`config.mk`:
```
export PLATFORM = sky130hd
export DESIGN_NAME = muldiv_unit
export DESIGN_NICKNAME = d
export VERILOG_FILES = /design/src/rtl/muldiv_pkg.sv /design/src/rtl/muldiv_unit.sv
export SDC_FILE = /design/constraint.sdc
export NUM_CORES = 1
export LEC_CHECK = 0
export ABC_CLOCK_PERIOD_IN_PS = 4900
export BUFFER_PORTS_ARGS = -buffer_cell sky130_fd_sc_hd__buf_2
export CORE_ASPECT_RATIO = 0.7
export CORE_MARGIN = 4
export CORE_UTILIZATION = 35
export CTS_BUF_LIST = sky130_fd_sc_hd__clkbuf_2
export DETAILED_ROUTE_END_ITERATION = 12
export PLACE_DENSITY_LB_ADDON = 0.3
export SYNTH_ARGS = -nofsm -noshare
export SYNTH_HDL_FRONTEND = slang
export SYNTH_SLANG_ARGS = --single-unit
```
`constraint.sdc`:
```
create_clock -name clk -period 4.9 [get_ports clk]
set_input_delay 1.225 -clock clk [delete_from_list [all_inputs] [get_ports clk]]
set_output_delay 1.225 -clock clk [all_outputs]
set_load 0.05 [all_outputs]
```
`src/rtl/muldiv_pkg.sv`:
```
// muldiv_pkg: opcode encodings, FSM state encodings and the shared
// conditional-negate helper for the iterative multiply/divide unit.
`default_nettype none

package muldiv_pkg;

  localparam logic [1:0] OP_MULT  = 2'b00;
  localparam logic [1:0] OP_MULTU = 2'b01;
  localparam logic [1:0] OP_DIV   = 2'b10;
  localparam logic [1:0] OP_DIVU  = 2'b11;

  localparam logic [1:0] IDLE = 2'd0;
  localparam logic [1:0] CALC = 2'd1;
  localparam logic [1:0] FIX  = 2'd2;
  localparam logic [1:0] DONE = 2'd3;

  // Widest value the helper handles; callers zero-extend in and truncate out,
  // which gives the correct two's complement at any narrower width.
  localparam int NEG_W = 128;

  function automatic logic [NEG_W-1:0] cond_neg(input logic [NEG_W-1:0] v,
                                                input logic             neg);
    return neg ? (~v + {{(NEG_W-1){1'b0}}, 1'b1}) : v;
  endfunction

endpackage

`default_nettype wire

```
`src/rtl/muldiv_unit.sv`:
```
// +----------------------------------------------------------------------+
// | muldiv_unit: iterative radix-2 signed/unsigned multiply and divide   |
// | into HI/LO with start/busy/done handshake and flush.                 |
// | Revision: 1.0                                                        |
// +----------------------------------------------------------------------+
`default_nettype none

module muldiv_unit
  import muldiv_pkg::*;
#(
  parameter  int WIDTH = 32,
  localparam int CNT_W = $clog2(WIDTH) + 1
) (
  input  logic             clk,
  input  logic             rst,
  input  logic             start,
  input  logic [1:0]       op,
  input  logic [WIDTH-1:0] a,
  input  logic [WIDTH-1:0] b,
  input  logic             flush,
  output logic             busy,
  output logic             done,
  output logic [WIDTH-1:0] hi,
  output logic [WIDTH-1:0] lo
);

  logic [1:0]         state_q, state_d;
  logic [CNT_W-1:0]   cnt_q, cnt_d;
  logic               is_div_q, is_div_d;
  logic               neg_res_q, neg_res_d;
  logic               neg_rem_q, neg_rem_d;
  logic               div0_q, div0_d;
  logic [WIDTH-1:0]   mcand_q, mcand_d;
  logic [2*WIDTH-1:0] acc_q, acc_d;
  logic [WIDTH-1:0]   rem_q, rem_d;
  logic [WIDTH-1:0]   hi_q, hi_d;
  logic [WIDTH-1:0]   lo_q, lo_d;

  logic             w_signed_op;
  logic [WIDTH-1:0] w_abs_a;
  logic [WIDTH-1:0] w_abs_b;
  logic [WIDTH:0]   w_shifted;
  logic [WIDTH:0]   w_diff;
  logic [WIDTH:0]   w_sum;

  assign w_signed_op = ~op[0];
  assign w_abs_a = WIDTH'(cond_neg(NEG_W'(a), w_signed_op & a[WIDTH-1]));
  assign w_abs_b = WIDTH'(cond_neg(NEG_W'(b), w_signed_op & b[WIDTH-1]));

  // Divide: acc_q[WIDTH-1:0] holds the dividend shifting out and the quotient
  // shifting in; the trial subtraction is WIDTH+1 bits so its MSB is the borrow.
  assign w_shifted = {rem_q, acc_q[WIDTH-1]};
  assign w_diff    = w_shifted - {1'b0, mcand_q};

  // Multiply: add the multiplicand into the upper half when the LSB is set.
  assign w_sum = {1'b0, acc_q[2*WIDTH-1:WIDTH]} +
                 (acc_q[0] ? {1'b0, mcand_q} : {(WIDTH+1){1'b0}});

  always_comb begin
    state_d   = state_q;
    cnt_d     = cnt_q;
    is_div_d  = is_div_q;
    neg_res_d = neg_res_q;
    neg_rem_d = neg_rem_q;
    div0_d    = div0_q;
    mcand_d   = mcand_q;
    acc_d     = acc_q;
    rem_d     = rem_q;
    hi_d      = hi_q;
    lo_d      = lo_q;

    case (state_q)
      IDLE, DONE: begin
        state_d = IDLE;
        if (start && !flush) begin
          state_d   = CALC;
          cnt_d     = '0;
          is_div_d  = op[1];
          neg_res_d = w_signed_op & (a[WIDTH-1] ^ b[WIDTH-1]);
          neg_rem_d = w_signed_op & a[WIDTH-1];
          div0_d    = (b == '0);
          mcand_d   = w_abs_b;
          acc_d     = {{WIDTH{1'b0}}, w_abs_a};
          rem_d     = '0;
        end
      end

      CALC: begin
        if (flush) begin
          state_d = IDLE;
        end else begin
          if (is_div_q) begin
            if (!w_diff[WIDTH]) begin
              rem_d = w_diff[WIDTH-1:0];
              acc_d = {acc_q[2*WIDTH-1:WIDTH], acc_q[WIDTH-2:0], 1'b1};
            end else begin
              rem_d = w_shifted[WIDTH-1:0];
              acc_d = {acc_q[2*WIDTH-1:WIDTH], acc_q[WIDTH-2:0], 1'b0};
            end
          end else begin
            acc_d = {w_sum, acc_q[WIDTH-1:1]};
          end
          cnt_d = cnt_q + 1'b1;
          if (cnt_q == CNT_W'(WIDTH - 1)) begin
            state_d = FIX;
          end
        end
      end

      FIX: begin
        if (flush) begin
          state_d = IDLE;
        end else begin
          state_d = DONE;
          if (is_div_q) begin
            // A zero divisor leaves |a| as the remainder, so the sign fix restores a.
            lo_d = div0_q ? {WIDTH{1'b1}}
                          : WIDTH'(cond_neg(NEG_W'(acc_q[WIDTH-1:0]), neg_res_q));
            hi_d = WIDTH'(cond_neg(NEG_W'(rem_q), neg_rem_q));
          end else begin
            {hi_d, lo_d} = (2*WIDTH)'(cond_neg(NEG_W'(acc_q), neg_res_q));
          end
        end
      end

      default: state_d = IDLE;
    endcase
  end

  always_ff @(posedge clk) begin
    if (rst) begin
      state_q   <= IDLE;
      cnt_q     <= '0;
      is_div_q  <= 1'b0;
      neg_res_q <= 1'b0;
      neg_rem_q <= 1'b0;
      div0_q    <= 1'b0;
      mcand_q   <= '0;
      acc_q     <= '0;
      rem_q     <= '0;
      hi_q      <= '0;
      lo_q      <= '0;
    end else begin
      state_q   <= state_d;
      cnt_q     <= cnt_d;
      is_div_q  <= is_div_d;
      neg_res_q <= neg_res_d;
      neg_rem_q <= neg_rem_d;
      div0_q    <= div0_d;
      mcand_q   <= mcand_d;
      acc_q     <= acc_d;
      rem_q     <= rem_d;
      hi_q      <= hi_d;
      lo_q      <= lo_d;
    end
  end

  assign busy = (state_q == CALC) || (state_q == FIX);
  assign done = (state_q == DONE);
  assign hi   = hi_q;
  assign lo   = lo_q;

endmodule

`default_nettype wire

```
=== Word-level counts from Yosys, hierarchy flattened ===
Cells that the tools add are included.

* Register bits: 204
* Bits in latches: 0
* Bits in writable memories: 0
* Bits in read-only memories: 0
* Input bits: 70
* Output and inout bits: 66
* Word-level logic and storage cells: 79
* Memories: 0

* Add/subtract/negate cells: 8
* Multipliers: 0
* Divide/modulo/power cells: 0
* Order comparisons: 0
* Equal/unequal tests: 9
* Shift-type cells: 0
* Muxes and demuxes: 27
* Bitwise logic cells: 11
* Reduce and logical (&&, ||, !) cells: 12

{| class="wikitable"
|+ Operators with widths
! operator !! number
|-
| $mux W32 || 12
|-
| $mux W64 || 4
|-
| $add A32 B1 Y32 const B || 4
|-
| $not A32 Y32 || 4
|-
| $pmux W64 S2 || 1
|-
| $add A64 B1 Y64 const B || 1
|-
| $not A64 Y64 || 1
|-
| $pmux W32 S2 || 1
|-
| $add A32 B32 Y33 || 1
|-
| $sub A33 B32 Y33 || 1
|-
| $logic_not A32 Y1 || 1
|-
| $mux W6 || 2
|-
| $pmux W6 S2 || 1
|-
| $ne A2 B2 Y1 const B || 4
|-
| $reduce_and A4 Y1 || 2
|-
| $add A6 B1 Y6 const B || 1
|-
| $eq A6 B5 Y1 const B || 1
|-
| $mux W2 || 3
|-
| $pmux W2 S3 || 1
|-
| $eq A2 B2 Y1 const B || 2
|-
| $reduce_and A2 Y1 || 2
|-
| $and A1 B1 Y1 || 3
|-
| $ne A3 B3 Y1 const B || 1
|-
| $reduce_and A3 Y1 || 1
|-
| other kinds (10) || 12
|}

=== Logic depth before layout (Yosys ltp) ===
Gate-level depths: netlist of run 1.

* Word-level depth: 5
* Depth in mapped cells: 15
* Gate-level depth less buffers: 14

=== Least setup slack after synthesis of run 1 ===
OpenSTA, ideal clock, no wires.

* Path kind: input to register
* Start point: in b[0]
* End point: reg mcand_q[23]
* Library setup time: 0.086 ns
* Arrival: 3.446 ns
* Data required time: 4.814 ns
* Path slack: 1.369 ns
* Stages: 8
* Path buffers: 0
* Cell sequence: or3_1 -> or3_1 -> nor3_1 -> nand2_1 -> nor4_1 -> a31oi_1 -> xnor2_1 -> a211oi_1

* Word-level cells in the longest chain between the ends: 3

{| class="wikitable"
|+ Ends and longest elaborated chain
! item !! RTL line !! source
|-
| start: declaration || muldiv_unit.sv:19 || <nowiki>input logic [WIDTH-1:0] b,</nowiki>
|-
| $not A32 Y32 || muldiv_pkg.sv:23 || <nowiki>return neg ? (~v + {{(NEG_W-1){1'b0}}, 1'b1}) : v;</nowiki>
|-
| $add A32 B1 Y32 || muldiv_pkg.sv:23 ||
|-
| $mux W32 || muldiv_pkg.sv:23 ||
|-
| end signal: assignment || muldiv_unit.sv:150 || <nowiki>mcand_q <= mcand_d;</nowiki>
|-
| end: declaration || muldiv_unit.sv:33 || <nowiki>logic [WIDTH-1:0] mcand_q, mcand_d;</nowiki>
|}

No other way between the ends.
A chain may end at the register's enable or synchronous reset.

=== Final worst setup path of run 1 ===
* Start point: reg acc_q[31]
* End point: reg rem_q[0]

* Word-level cells in the longest chain between the ends: 5

{| class="wikitable"
|+ Ends and longest elaborated chain
! item !! RTL line !! source
|-
| start: declaration || muldiv_unit.sv:34 || <nowiki>logic [2*WIDTH-1:0] acc_q, acc_d;</nowiki>
|-
| start signal: assignment || muldiv_unit.sv:139 || <nowiki>acc_q <= '0;</nowiki>
|-
| start signal: assignment || muldiv_unit.sv:151 || <nowiki>acc_q <= acc_d;</nowiki>
|-
| $sub A33 B32 Y33 || muldiv_unit.sv:53 || <nowiki>assign w_diff = w_shifted - {1'b0, mcand_q};</nowiki>
|-
| $mux W32 (*) || muldiv_unit.sv:93 || <nowiki>if (!w_diff[WIDTH]) begin</nowiki>
|-
| $mux W32 (*) || muldiv_unit.sv:92 || <nowiki>if (is_div_q) begin</nowiki>
|-
| $mux W32 (*) || muldiv_unit.sv:89 || <nowiki>if (flush) begin</nowiki>
|-
| $pmux W32 S2 (*) || muldiv_unit.sv:72 || <nowiki>case (state_q)</nowiki>
|-
| end signal: assignment || muldiv_unit.sv:152 || <nowiki>rem_q <= rem_d;</nowiki>
|-
| end: declaration || muldiv_unit.sv:35 || <nowiki>logic [WIDTH-1:0] rem_q, rem_d;</nowiki>
|}

Every way passes the cells marked *; elsewhere a longest branch is shown, timed or not. The select of a mux whose other input is x is not followed.

==> results.txt, run 1 <==
----------------------------------------------------
[Timing]
  Relative slew slack ... 20.4%
  Finish-stage setup viols ... 0
  Hold violation count in the final report ... 0
  Worst setup margin ... 792 ps
  Final Skew ... 104 ps
  Final period demand of the worst path ... 4110 ps
  RSZ-0062 raised after global routing ... no
  Max Transition Viols Final ... 0
  Period Utilization, post-route ... 83.8%
  Final TNS setup ... 0 ps
  Transition at the pin with the smallest max-transition slack ... 1190 ps
  Highest Clock Rate ... 243 MHz

[Clocking]
  Number of buffers created by CTS ... 57
  H-tree depth ... 2
  Number of buffers inserted by post-CTS setup repair ... 0
  Number of instances resized during post-cts repair ... 0
  Total clock sinks ... 204
  CTS root buf ... sky130_fd_sc_hd__clkbuf_2
  Post-CTS Hold Buffers ... 0
  Clock buffer depth ... 3
  Clock tree from TritonCTS ... yes
  Worst-path clk slew ... 100 ps
  Worst skew pair latency ... 950 ps

[Critical path]
  Top cell by count, worst path ... sky130_fd_sc_hd__a211oi_1
  Startpoint kind of the worst setup timing path ... register
  Arrival time worst endpoint ... 4890 ps
  Worst-case reg-to-reg path depth ... 14
  Start of the worst register-to-register path ... acc_q[31]
  Critical path, cell by cell ... inv_1 -> ha_1 -> fa_1 -> nand2b_1 -> a21o_1 -> a211oi_1 -> o311ai_1 -> a211o_1 -> a211oi_1 -> o21ai_0 -> nand3b_1 -> buf_12 -> mux2_2 -> o21ai_1
  Crit end category ... register
  Endpoint of the lowest-slack register-to-register path ... rem_q[0]
  Slowest stage cell on the critical path ... sky130_fd_sc_hd__fa_1
  Maximum fanout along the worst path ... 32
  Register-to-register setup slack ... 790 ps
  Largest stage delay on the critical path ... 410 ps
  CP Data Required Time ... 5680 ps
  Setup Crit Path Kind ... reg -> reg

[Floorplan]
  Number of placed I/O pins ... 136
  Die H ... 179 microns
  Number of core rows ... 62
  Die extent in x ... 253 microns
  Floorplan die area ... 45400 sq um
  Initial Util ... 35.6%
  Std-Cell Core Area ... 41300 sq um

[Cells and area]
  Share of final-layout standard cells stronger than drive strength 1 ... 13.5%
  FF+latch area ... 4090 sq um
  Area delta synth->final ... 10.7%
  Area of the multi-input gates ... 9940 sq um
  Area of all placed cells without fillers ... 16300 sq um
  Net count, final ... 2157
  Final Util ... 39.4%
  Filler Cell Count ... 4401

[Detailed routing]
  DRT Pass-1 Iters ... 6
  Number of remaining DRC errors ... 0
  Mean routed wirelength per cell ... 17.9 microns
  First DRT Iteration DRCs ... 1165
  Count of nets left with antenna violations after detail routing ... 0
  Mean number of vias per cell ... 5.49
  Sum of routed wire length over all layers ... 46400 microns
  Via Count ... 14265

[Pwr]
  Share of total power in the clock network ... 33.1%
  Share of total power in combinational logic ... 18.2%
  Sequential cell fraction of total power ... 48.7%
  PD cells ... 222 nW/um^2
  Sw Share ... 34.3%
  Power Internal ... 2370 uW
  Worst vdd ir ... 123 uV
  Switching component of the power ... 1240 uW
  Cell leakage power ... 0.00644 uW

[Min path]
  Hold Path End ... hi[7]
  Worst Hold Depth ... 2
  Hold crit path type ... reg -> reg
  Hold Startpoint ... hi[7]

[Placement]
  Worst setup slack before clock tree synthesis ... 899 ps
  Count of input and output buffers ... 135
  Placer's final routability congestion estimate ... 0.955
  Half-perimeter wire length after detailed placement ... 35800 microns
  DP Area ... 15800 sq um

[GRT]
  Wire length of the first global-routing pass ... 73600 microns
  Via count of the first global-routing pass ... 13254
  Pin count of the biggest net entering global routing ... 87
  Global route total overflow ... 0
  Antenna violations before repair ... 3
  Global-route usage over all layers ... 19.8%

[Job]
  Count of maximum capacitance violations ... 0

[Yosys]
  Number of cells produced by synthesis ... 1920
  Primary FF master, synth ... sky130_fd_sc_hd__dfxtp_1
  Number of enable flip-flop cells after synthesis ... 0
  Share of synthesized flip-flops with an asynchronous set or reset ... 0%
  Yosys cell types ... 69
  Mean Syn Cell Area ... 7.66 sq um
  Register bit count reported by yosys ... 204
  Post-synthesis sequential area ratio ... 27.8%
  Total number of yosys warnings ... 0
  Total standard cell area after synthesis ... 14700 sq um
  Number of nets in the synthesized netlist ... 2064

[Status]
  Status ... completed

----------------------------------------------------
flip-flops by register name, summed over array words and instances (netlist names):
| register | count |
|---|---|
| acc_q | 64 |
| cnt_q | 6 |
| div0_q | 1 |
| hi | 32 |
| is_div_q | 1 |
| lo | 32 |
| mcand_q | 32 |
| neg_rem_q | 1 |
| neg_res_q | 1 |
| rem_q | 32 |
| state_q | 2 |
final cells by class:
| class | instances | area share, % |
|---|---|---|
| Antenna cell | 3 | 0.0461 |
| Sequential cell | 204 | 25.1 |
| Multi-Input combinational cell | 1531 | 61.1 |
| Clock buffer | 79 | 2.43 |
| Timing Repair Buffer | 154 | 5.12 |
| Tap cell | 544 | 4.18 |
| Clock inverter | 19 | 0.523 |
| Inverter | 65 | 1.50 |
logic make-up after synthesis:
| family | Yosys count | share of synthesized area (%) |
|---|---|---|
| AOI/OAI and AO/OA | 595 | 26.4 |
| xor gates and xnor gates | 195 | 11.6 |
| adders and majority gates | 74 | 6.40 |
| buffers and inverters | 185 | 4.81 |
| DFF | 204 | 27.8 |
| muxes | 62 | 4.29 |
| and+or+nand+nor | 605 | 18.7 |
metal layers:
layer / vias up / share of wire (%) / track usage [%]
met5: - / 0 / 0
met4: 0 / 1.6 / 4.50
met3: 62 / 8.7 / 4.46
met2: 504 / 37 / 25.5
met1: 6567 / 53 / 32.3
li1: 7132 / - / -
critical path: cells and delay by family, from the launching register on:
family / cells / cell delay (ps)
AOI/OAI and AO/OA: 7 / 1700
adders and majority gates: 2 / 660
buffers and inverters: 2 / 400
DFF: 1 / 350
muxes: 1 / 360
and+or+nand+nor: 2 / 430
power by group through the flow:
stage / Clock [uW] / Combinational [uW] / Sequential (uW)
after CTS: 1240 / 649 / 1750
final: 1200 / 657 / 1760
after global routing: 1330 / 728 / 1760
after floorplan: 0 / 476 / 1750
after global placement: 0 / 639 / 1790
after detailed placement: 0 / 647 / 1790
Yosys cell counts (11+ instances only):
master                     number  area (sq um)
sky130_fd_sc_hd__clkbuf_1     105           394
sky130_fd_sc_hd__a21oi_1      150           751
sky130_fd_sc_hd__o41ai_1       21           184
sky130_fd_sc_hd__a21o_1        39           293
sky130_fd_sc_hd__nand2b_1      23           144
sky130_fd_sc_hd__nor2b_1       11          68.8
sky130_fd_sc_hd__a211oi_1      71           533
sky130_fd_sc_hd__nand3_1       19          95.1
sky130_fd_sc_hd__or4_1         18           135
sky130_fd_sc_hd__ha_1          72           901
sky130_fd_sc_hd__mux2i_1       54           541
sky130_fd_sc_hd__inv_1         65           244
sky130_fd_sc_hd__o21ai_0      125           626
sky130_fd_sc_hd__dfxtp_1      204          4080
sky130_fd_sc_hd__o21a_1        13          97.6
sky130_fd_sc_hd__nand2_1      244           916
sky130_fd_sc_hd__o31ai_1       37           278
sky130_fd_sc_hd__or3_1         25           156
sky130_fd_sc_hd__a31oi_1       11          68.8
sky130_fd_sc_hd__xor2_1       111           972
sky130_fd_sc_hd__nand4_1       12          75.1
sky130_fd_sc_hd__nor4_1        16           100
sky130_fd_sc_hd__nor2_1       177           664
sky130_fd_sc_hd__nor3_1        19          95.1
sky130_fd_sc_hd__xnor2_1       84           736
sky130_fd_sc_hd__o211ai_1      61           458
layout by cell type, fill, tap and decap left out, drive strengths merged, types with 5 or more instances in the layout:
cell type,instances
nor2b,11
mux2,8
o21ai,128
dfxtp,204
or2,10
nand2b,23
o211ai,61
a21o,39
a211oi,71
nor3,19
o41ai,23
clkinv,16
a22oi,10
nand3,19
xor2,111
xnor2,84
buf,154
a311oi,5
inv,65
clkbuf,79
a21boi,5
a21oi,151
o21a,13
or3,27
ha,72
nor2,177
nand2,244
nor4,16
or4,21
nand4,12
a31oi,11
and2,6
o31ai,39
o21bai,8
mux2i,54
and3,10
worst max path at each step:
stage / cells past startpoint / endpoint / startpoint / slack, ps
3_5_place_dp: 10 / acc_q[27] / a[3] / 900
2_1_floorplan: 8 / mcand_q[23] / b[0] / 1370
5_1_grt: 14 / rem_q[0] / acc_q[31] / 570
6_report: 14 / rem_q[0] / acc_q[31] / 790
3_3_place_gp: 10 / acc_q[29] / a[3] / 990
4_1_cts: 14 / rem_q[0] / acc_q[31] / 800
metrics by stage:
step / total power, uW / hold slack, ps / cells
finish: 3610 / 453 / 2599
global route: 3820 / 472 / 2599
CTS: 3640 / 456 / 2596
detailed placement: 2440 / 442 / 2498
global placement: 2430 / 440 / 2498
floorplan: 2230 / 449 / 1920
(Power assumes the default switching activity.)
==> run 2, diff against run 1 <==
ABC_CLOCK_PERIOD_IN_PS = 3400   (was 4900)
clock period = 3.4 ns   (was 4.9 ns; I/O delays follow)
==> run 2 against run 1 <==
  * Critical path depth grew 1
  * Sequential cell count stayed put
  * Non-clock buffer count increased by 117
  * Setup slack lost 770 ps
  * Critical endpoint is now rem_q[31]
==> results.txt, run 2 (same netlist as run 1, synthesis figures left out) <==
----------------------------------------------------
[Cells and area]
  Most common cell after layout, fill and taps aside ... sky130_fd_sc_hd__nand2_1
  Share of final-layout standard cells stronger than drive strength 1 ... 19.9% (+6.4 points)
  Net count, final ... 2271 (+5.3%)
  Top reg by flops ... acc_q
  Number of flip-flops under the largest register name ... 64 (unchanged)
  Final Util ... 42.4% (+2.9 points)
  Most frequent cells in the layout ... sky130_fd_sc_hd__nand2_1, sky130_fd_sc_hd__dfxtp_1, sky130_fd_sc_hd__nor2_1
  Area delta synth->final ... 18.9%

[Critical path]
  Maximum fanout along the worst path ... 6 (-81%)
  Endpoint of the lowest-slack register-to-register path ... rem_q[31]
  Startpoint kind of the worst setup timing path ... register
  Critical path, cell by cell ... ha_4 -> fa_2 -> nand2b_4 -> a21o_1 -> a211oi_2 -> o311ai_2 -> a211o_1 -> a211oi_2 -> nor4_1 -> nand3b_1 -> buf_6 -> buf_12 -> buf_6 -> o2111a_1 -> o31ai_2
  Register-to-register setup slack ... 20 ps (-770 ps)
  Setup crit start ... mcand_q[0]
  Cell family with most CP delay ... compound AO/OA/AOI/OAI gates
  Largest stage delay on the critical path ... 380 ps (-30 ps)
  Worst path bufs/invs ... 3 (+1)
  CP Data Required Time ... 4200 ps (-1480 ps)
  Crit path depth ... 15 (+1)
  Arrival time worst endpoint ... 4180 ps (-710 ps)
  End point of the critical path ... rem_q[31]
  Slowest stage cell on the critical path ... sky130_fd_sc_hd__dfxtp_4
  Start of the worst register-to-register path ... mcand_q[0]
  Setup Crit Path Kind ... reg -> reg
  Worst-case reg-to-reg path depth ... 15 (+1)
  Crit end category ... register

[Detailed routing]
  Count of nets left with antenna violations after detail routing ... 0 (unchanged)
  Mean routed wirelength per cell ... 18.1 microns (+1.5%)
  First DRT Iteration DRCs ... 1479 (+27%)
  DRT Pass-1 Iters ... 5 (-1)
  Via Count ... 14694 (+3.0%)
  Number of remaining DRC errors ... 0 (unchanged)
  Mean number of vias per cell ... 5.43 (-1.1%)
  Sum of routed wire length over all layers ... 49100 microns (+5.8%)

[Job]
  Count of maximum capacitance violations ... 0 (unchanged)

[Placement]
  Count of input and output buffers ... 135 (unchanged)
  Half-perimeter wire length after detailed placement ... 37200 microns (+3.9%)
  Placer's final routability congestion estimate ... 0.944 (-1.1%)

[Timing]
  Highest Clock Rate ... 296 MHz (+22%)
  Period Utilization, post-route ... 99.4% (+16 points)
  Max Transition Viols Final ... 0 (unchanged)
  Final TNS setup ... 0 ps (unchanged)
  RSZ-0062 raised after global routing ... yes
  Final Skew ... 52.7 ps (-51.1 ps)
  Hold violation count in the final report ... 0 (unchanged)
  Finish-stage setup viols ... 0 (unchanged)
  Final period demand of the worst path ... 3380 ps (-729 ps)
  Transition at the pin with the smallest max-transition slack ... 1080 ps (-117 ps)
  Final Hold Slack ... 255 ps (-198 ps)
  Relative slew slack ... 28.3% (+7.9 points)

[Clocking]
  Worst skew pair latency ... 910 ps (-40 ps)
  CTS root buf ... sky130_fd_sc_hd__clkbuf_2
  Number of buffers created by CTS ... 54 (-5.3%)
  Worst-path clk slew ... 120 ps (+20 ps)
  Clock buffer depth ... 3 (unchanged)
  Total clock sinks ... 204 (unchanged)
  H-tree depth ... 2 (unchanged)
  Clock tree from TritonCTS ... yes

[GRT]
  Global Route met1 Usage ... 34.4% (+2.1 points)
  GRT met2 Usage ... 25.3% (-0.13 points)
  Global-route usage over all layers ... 20.2% (+0.46 points)
  Antenna violations before repair ... 3 (unchanged)
  Met3 usage in global routing ... 3.84% (-0.62 points)
  Wire length of the first global-routing pass ... 75200 microns (+2.2%)
  Pin count of the biggest net entering global routing ... 66 (-24%)
  Layer with the highest usage ... met1
  Global route total overflow ... 0 (unchanged)
  Via count of the first global-routing pass ... 13271 (+0.13%)

[Pwr]
  Total power draw ... 5270 uW (+46%)
  Cell leakage power ... 0.00706 uW (+9.6%)
  PD cells ... 301 nW/um^2 (+36%)
  Worst vdd ir ... 159 uV (+29%)

[Status]
  Status ... completed

[Floorplan]
  Die H ... 179 microns (unchanged)
  Floorplan die area ... 45400 sq um (unchanged)
  Initial Util ... 35.6% (unchanged)
  Number of placed I/O pins ... 136 (unchanged)
  Number of core rows ... 62 (unchanged)
  Die extent in x ... 253 microns (unchanged)
  Std-Cell Core Area ... 41300 sq um (unchanged)

[Min path]
  Hold crit path type ... in -> reg

----------------------------------------------------
-- run 2: cell count changes in the layout (fill, tap and decap cells not counted), moves of 4 or more --
cell / previous run / this run
sky130_fd_sc_hd__a211oi_2: 0 / 5
sky130_fd_sc_hd__o21ai_1: 3 / 30
sky130_fd_sc_hd__buf_4: 19 / 116
sky130_fd_sc_hd__a211oi_1: 71 / 66
sky130_fd_sc_hd__o31ai_1: 37 / 33
sky130_fd_sc_hd__buf_6: 0 / 14
sky130_fd_sc_hd__ha_1: 71 / 67
sky130_fd_sc_hd__clkbuf_2: 79 / 73
sky130_fd_sc_hd__o31ai_2: 1 / 5
sky130_fd_sc_hd__o21ai_0: 124 / 94
-- run 2: metrics by stage --
step                setup slack (ps)  cells  area, sq um
floorplan                      -57.4   1920        14700
global placement               -70.3   2604        16600
detailed placement              -132   2604        16600
CTS                             2.75   2694        17100
global route                    -172   2708        17500
finish                          20.6   2708        17500
-- run 2: cell type report --
type,instances,area (sq um)
Multi-Input combinational cell,1531,10200
Fill cell,4315,23800
Clock inverter,17,67.6
Sequential cell,204,4100
Clock buffer,73,365
Timing Repair Buffer,271,1850
Inverter,65,248
Antenna cell,3,7.51
Tap cell,544,681
-- run 2: worst min-delay path by stage --
| stage | start | to | slack, ps | cells past startpoint |
|---|---|---|---|---|
| finish | op[1] | is_div_q | 250 | 3 |
| global route | op[1] | is_div_q | 180 | 3 |
| CTS | op[1] | is_div_q | 160 | 3 |
| detailed placement | hi[25] | hi[25] | 440 | 2 |
| global placement | hi[15] | hi[15] | 440 | 2 |
| floorplan | mcand_q[0] | mcand_q[0] | 450 | 2 |
-- run 2: routing by layer --
| layer | up-vias | share of wire, % |
|---|---|---|
| met5 | - | 0 |
| met4 | 0 | 1.5 |
| met3 | 68 | 9.1 |
| met2 | 558 | 37 |
| met1 | 6741 | 53 |
| li1 | 7327 | - |
-- run 2: power by group --
part / switching, uW / internal [uW] / total (uW)
registers: 64.8 / 2440 / 2510
logic: 676 / 436 / 1110
clock network: 1070 / 577 / 1650
total: 1810 / 3450 / 5270
-- run 2: worst register-to-register path, delay by kind of cell (launching register included) --
family / cells / cell delay [ps]
AOI/OAI and AO/OA: 7 / 1560
and+or+nand+nor: 3 / 430
buffers and inverters: 3 / 400
DFF: 1 / 380
adders and majority gates: 2 / 500
-- run 2: repair_timing --
item / CTS / global route
setup endpoints to repair: 29 / 59
gates resized for setup: 3 / 93
hold buffers: 0 / 0
pin swaps: 0 / 27
setup buffers: 0 / 7
gates cloned: 0 / 4
endpoints found under the hold margin: 0 / 0
==> run 3, diff against run 2 <==
--- a/config.mk
+++ b/config.mk
@@ -11,3 +11,3 @@
 export CORE_MARGIN = 4
-export CORE_UTILIZATION = 35
+export CORE_UTILIZATION = 56
 export CTS_BUF_LIST = sky130_fd_sc_hd__clkbuf_2
--- a/constraint.sdc
+++ b/constraint.sdc
@@ -3,2 +3,2 @@
 set_output_delay 0.85 -clock clk [all_outputs]
-set_load 0.05 [all_outputs]
+set_load 0.02 [all_outputs]
==> run 3 against run 2 <==
  * The flow now finishes with violations (negative setup slack)
  * Via count increased by 1.2%
  * Critical path type unchanged
  * Combinational power about the same
  * Routed wire length decreased by 6.4%
  * Count of clock-buffer cells in the layout decreased by 1
  * Setup slack got worse by 220 ps
  * Clock skew increased by 8.6 ps
  * First-iteration DRC count increased by 7.4%
==> results.txt, run 3 (same netlist as run 1, synthesis figures left out) <==
----------------------------------------------------
[Cells and area]
  Most common cell after layout, fill and taps aside ... sky130_fd_sc_hd__nand2_1
  Area delta synth->final ... 14.8%
  Final Util ... 65.5% (+23 points)
  Net count, final ... 2243 (-1.2%)
  Top reg by flops ... acc_q
  FF+latch area ... 4100 sq um (about the same)
  Share of final-layout standard cells stronger than drive strength 1 ... 18.6% (-1.3 points)
  Filler Cell Count ... 2282 (-47%)
  Area of the multi-input gates ... 10100 sq um (-0.46%)
  Number of flip-flops under the largest register name ... 64 (unchanged)
  Most frequent cells in the layout ... sky130_fd_sc_hd__nand2_1, sky130_fd_sc_hd__dfxtp_1, sky130_fd_sc_hd__nor2_1
  Area of all placed cells without fillers ... 16900 sq um (-3.5%)

[Timing]
  Highest Clock Rate ... 278 MHz (-6.0%)
  Worst setup margin ... -195 ps (-216 ps)
  Period Utilization, post-route ... 106% (+6.3 points)
  RSZ-0062 raised after global routing ... yes
  Relative slew slack ... 39.0% (+11 points)
  Hold violation count in the final report ... 0 (unchanged)
  Final Skew ... 61.3 ps (+8.58 ps)
  Final period demand of the worst path ... 3590 ps (+216 ps)
  Max Transition Viols Final ... 0 (unchanged)
  Transition at the pin with the smallest max-transition slack ... 915 ps (-160 ps)
  Finish-stage setup viols ... 33 (+33)

[Detailed routing]
  Mean routed wirelength per cell ... 18.7 microns (+2.9%)
  Count of nets left with antenna violations after detail routing ... 0 (unchanged)
  Sum of routed wire length over all layers ... 46000 microns (-6.4%)
  DRT Pass-1 Iters ... 8 (+3)
  Via Count ... 14868 (+1.2%)
  First DRT Iteration DRCs ... 1588 (+7.4%)
  Mean number of vias per cell ... 6.04 (+11%)
  Number of remaining DRC errors ... 0 (unchanged)

[GRT]
  Global-route usage over all layers ... 29.8% (+9.6 points)
  Antenna violations before repair ... 1 (-2)
  Wire length of the first global-routing pass ... 70500 microns (-6.2%)
  Global route total overflow ... 0 (unchanged)
  Pin count of the biggest net entering global routing ... 66 (unchanged)
  Via count of the first global-routing pass ... 13012 (-2.0%)

[Floorplan]
  Die extent in x ... 202 microns (-20%)
  Std-Cell Core Area ... 25700 sq um (-38%)
  Number of placed I/O pins ... 136 (unchanged)
  Initial Util ... 57.1% (+21 points)
  Number of core rows ... 49 (-21%)
  Floorplan die area ... 28900 sq um (-36%)
  Die H ... 144 microns (-20%)

[Critical path]
  Largest stage delay on the critical path ... 360 ps (-20 ps)
  Arrival time worst endpoint ... 4290 ps (+110 ps)
  Critical path, cell by cell ... inv_2 -> ha_4 -> fa_2 -> nand2b_4 -> a21o_1 -> a211oi_2 -> o311ai_2 -> a211o_1 -> a211oi_2 -> buf_4 -> nor4_1 -> nand3b_1 -> buf_12 -> buf_4 -> mux2i_2 -> o21ai_0
  Maximum fanout along the worst path ... 7 (+1)
  Setup Crit Path Kind ... reg -> reg
  Slowest stage cell on the critical path ... sky130_fd_sc_hd__dfxtp_2
  Startpoint kind of the worst setup timing path ... register
  Crit end category ... register
  CP Data Required Time ... 4090 ps (-110 ps)

[Clocking]
  H-tree depth ... 2 (unchanged)
  Clock tree from TritonCTS ... yes
  Number of buffers created by CTS ... 50 (-7.4%)
  Worst skew pair latency ... 820 ps (-90 ps)
  Post-CTS Hold Buffers ... 0 (unchanged)
  CTS root buf ... sky130_fd_sc_hd__clkbuf_2
  Clock buffer depth ... 3 (unchanged)
  Worst-path clk slew ... 110 ps (about the same)
  Total clock sinks ... 204 (unchanged)

[Status]
  Status ... finished with violations
  Violations in the final reports ... negative setup slack

[Placement]
  DP Area ... 16200 sq um (-2.7%)
  Count of input and output buffers ... 135 (unchanged)
  Placer's final routability congestion estimate ... 1.01 (+7.3%)
  Half-perimeter wire length after detailed placement ... 35200 microns (-5.4%)

[Min path]
  Hold crit path type ... in -> reg

[Pwr]
  Worst vdd ir ... 158 uV (-0.59%)
  Cell leakage power ... 0.00692 uW (-1.9%)
  PD cells ... 307 nW/um^2 (+1.8%)

[Job]
  Count of maximum capacitance violations ... 0 (unchanged)

----------------------------------------------------
## run 3: cell types whose count changed in the layout (fill, tap and decap cells not counted), moves of 3 or more
cell,before,now
sky130_fd_sc_hd__buf_4,116,107
sky130_fd_sc_hd__buf_6,14,0
sky130_fd_sc_hd__clkbuf_16,3,0
sky130_fd_sc_hd__clkinv_1,14,9
sky130_fd_sc_hd__o21ai_0,94,116
sky130_fd_sc_hd__o21ai_1,30,8
## run 3: final timing paths
kind,start,to,slack [ps],depth (start not counted)
worst max-delay path,acc_q[31],rem_q[18],-190,16
worst min-delay path,op[1],is_div_q,280,3
worst max register to register,acc_q[31],rem_q[18],-190,16
worst min register to register,hi[13],hi[13],460,2
## run 3: cell type report
type	count	share of cell area, %
flip-flops and latches	204	24.3
diodes	1	0.0148
inverters	65	1.45
clock buffers	72	2.14
clock inverters	12	0.282
repair buffers	247	9.42
multi-input cells	1531	60.0
well taps	331	2.45
## run 3: repair_timing
action                     in CTS  in global routing
resized for setup               5                 49
buffers inserted                0                 12
hold endpoints to repair        0                  0
pin swaps                       1                 21
setup endpoints to repair      58                 55
## run 3: power by group
group / internal [uW] / switching [uW]
Clock: 560 / 1020
Combinational: 416 / 675
Sequential: 2440 / 63.4
Total: 3420 / 1760
## run 3: through the flow
stage | std cells | power [uW] | setup TNS [ps] | hold WS (ps) | setup WS [ps]
finish | 2463 | 5180 | -2710 | 283 | -195
global route | 2463 | 5410 | -6770 | 232 | -281
CTS | 2450 | 5130 | -38.3 | 240 | -14.0
detailed placement | 2366 | 3580 | -5260 | 446 | -434
global placement | 2366 | 3550 | -1960 | 437 | -287
floorplan | 1920 | 3210 | -1250 | 449 | -57.4
## run 3: metal layers
| metal | GRT usage [%] | part of all wire [%] | wire length [microns] | vias to the layer above |
|---|---|---|---|---|
| met2 | 37.4 | 36 | 16700 | 740 |
| met3 | 10.8 | 14 | 6440 | 54 |
| met4 | 4.46 | 0.93 | 426 | 0 |
| met1 | 48.1 | 49 | 22400 | 6798 |
| met5 | 0 | 0 | 0 | - |
| li1 | - | - | - | 7276 |
## run 3: worst max-delay path: cells and delay by family (launching register included)
family / cells / cell delay, ps
buf+inv: 4 / 550
flops: 1 / 360
mux: 1 / 150
simple gates: 3 / 430
compound gates: 6 / 1450
fa+ha+maj: 2 / 520
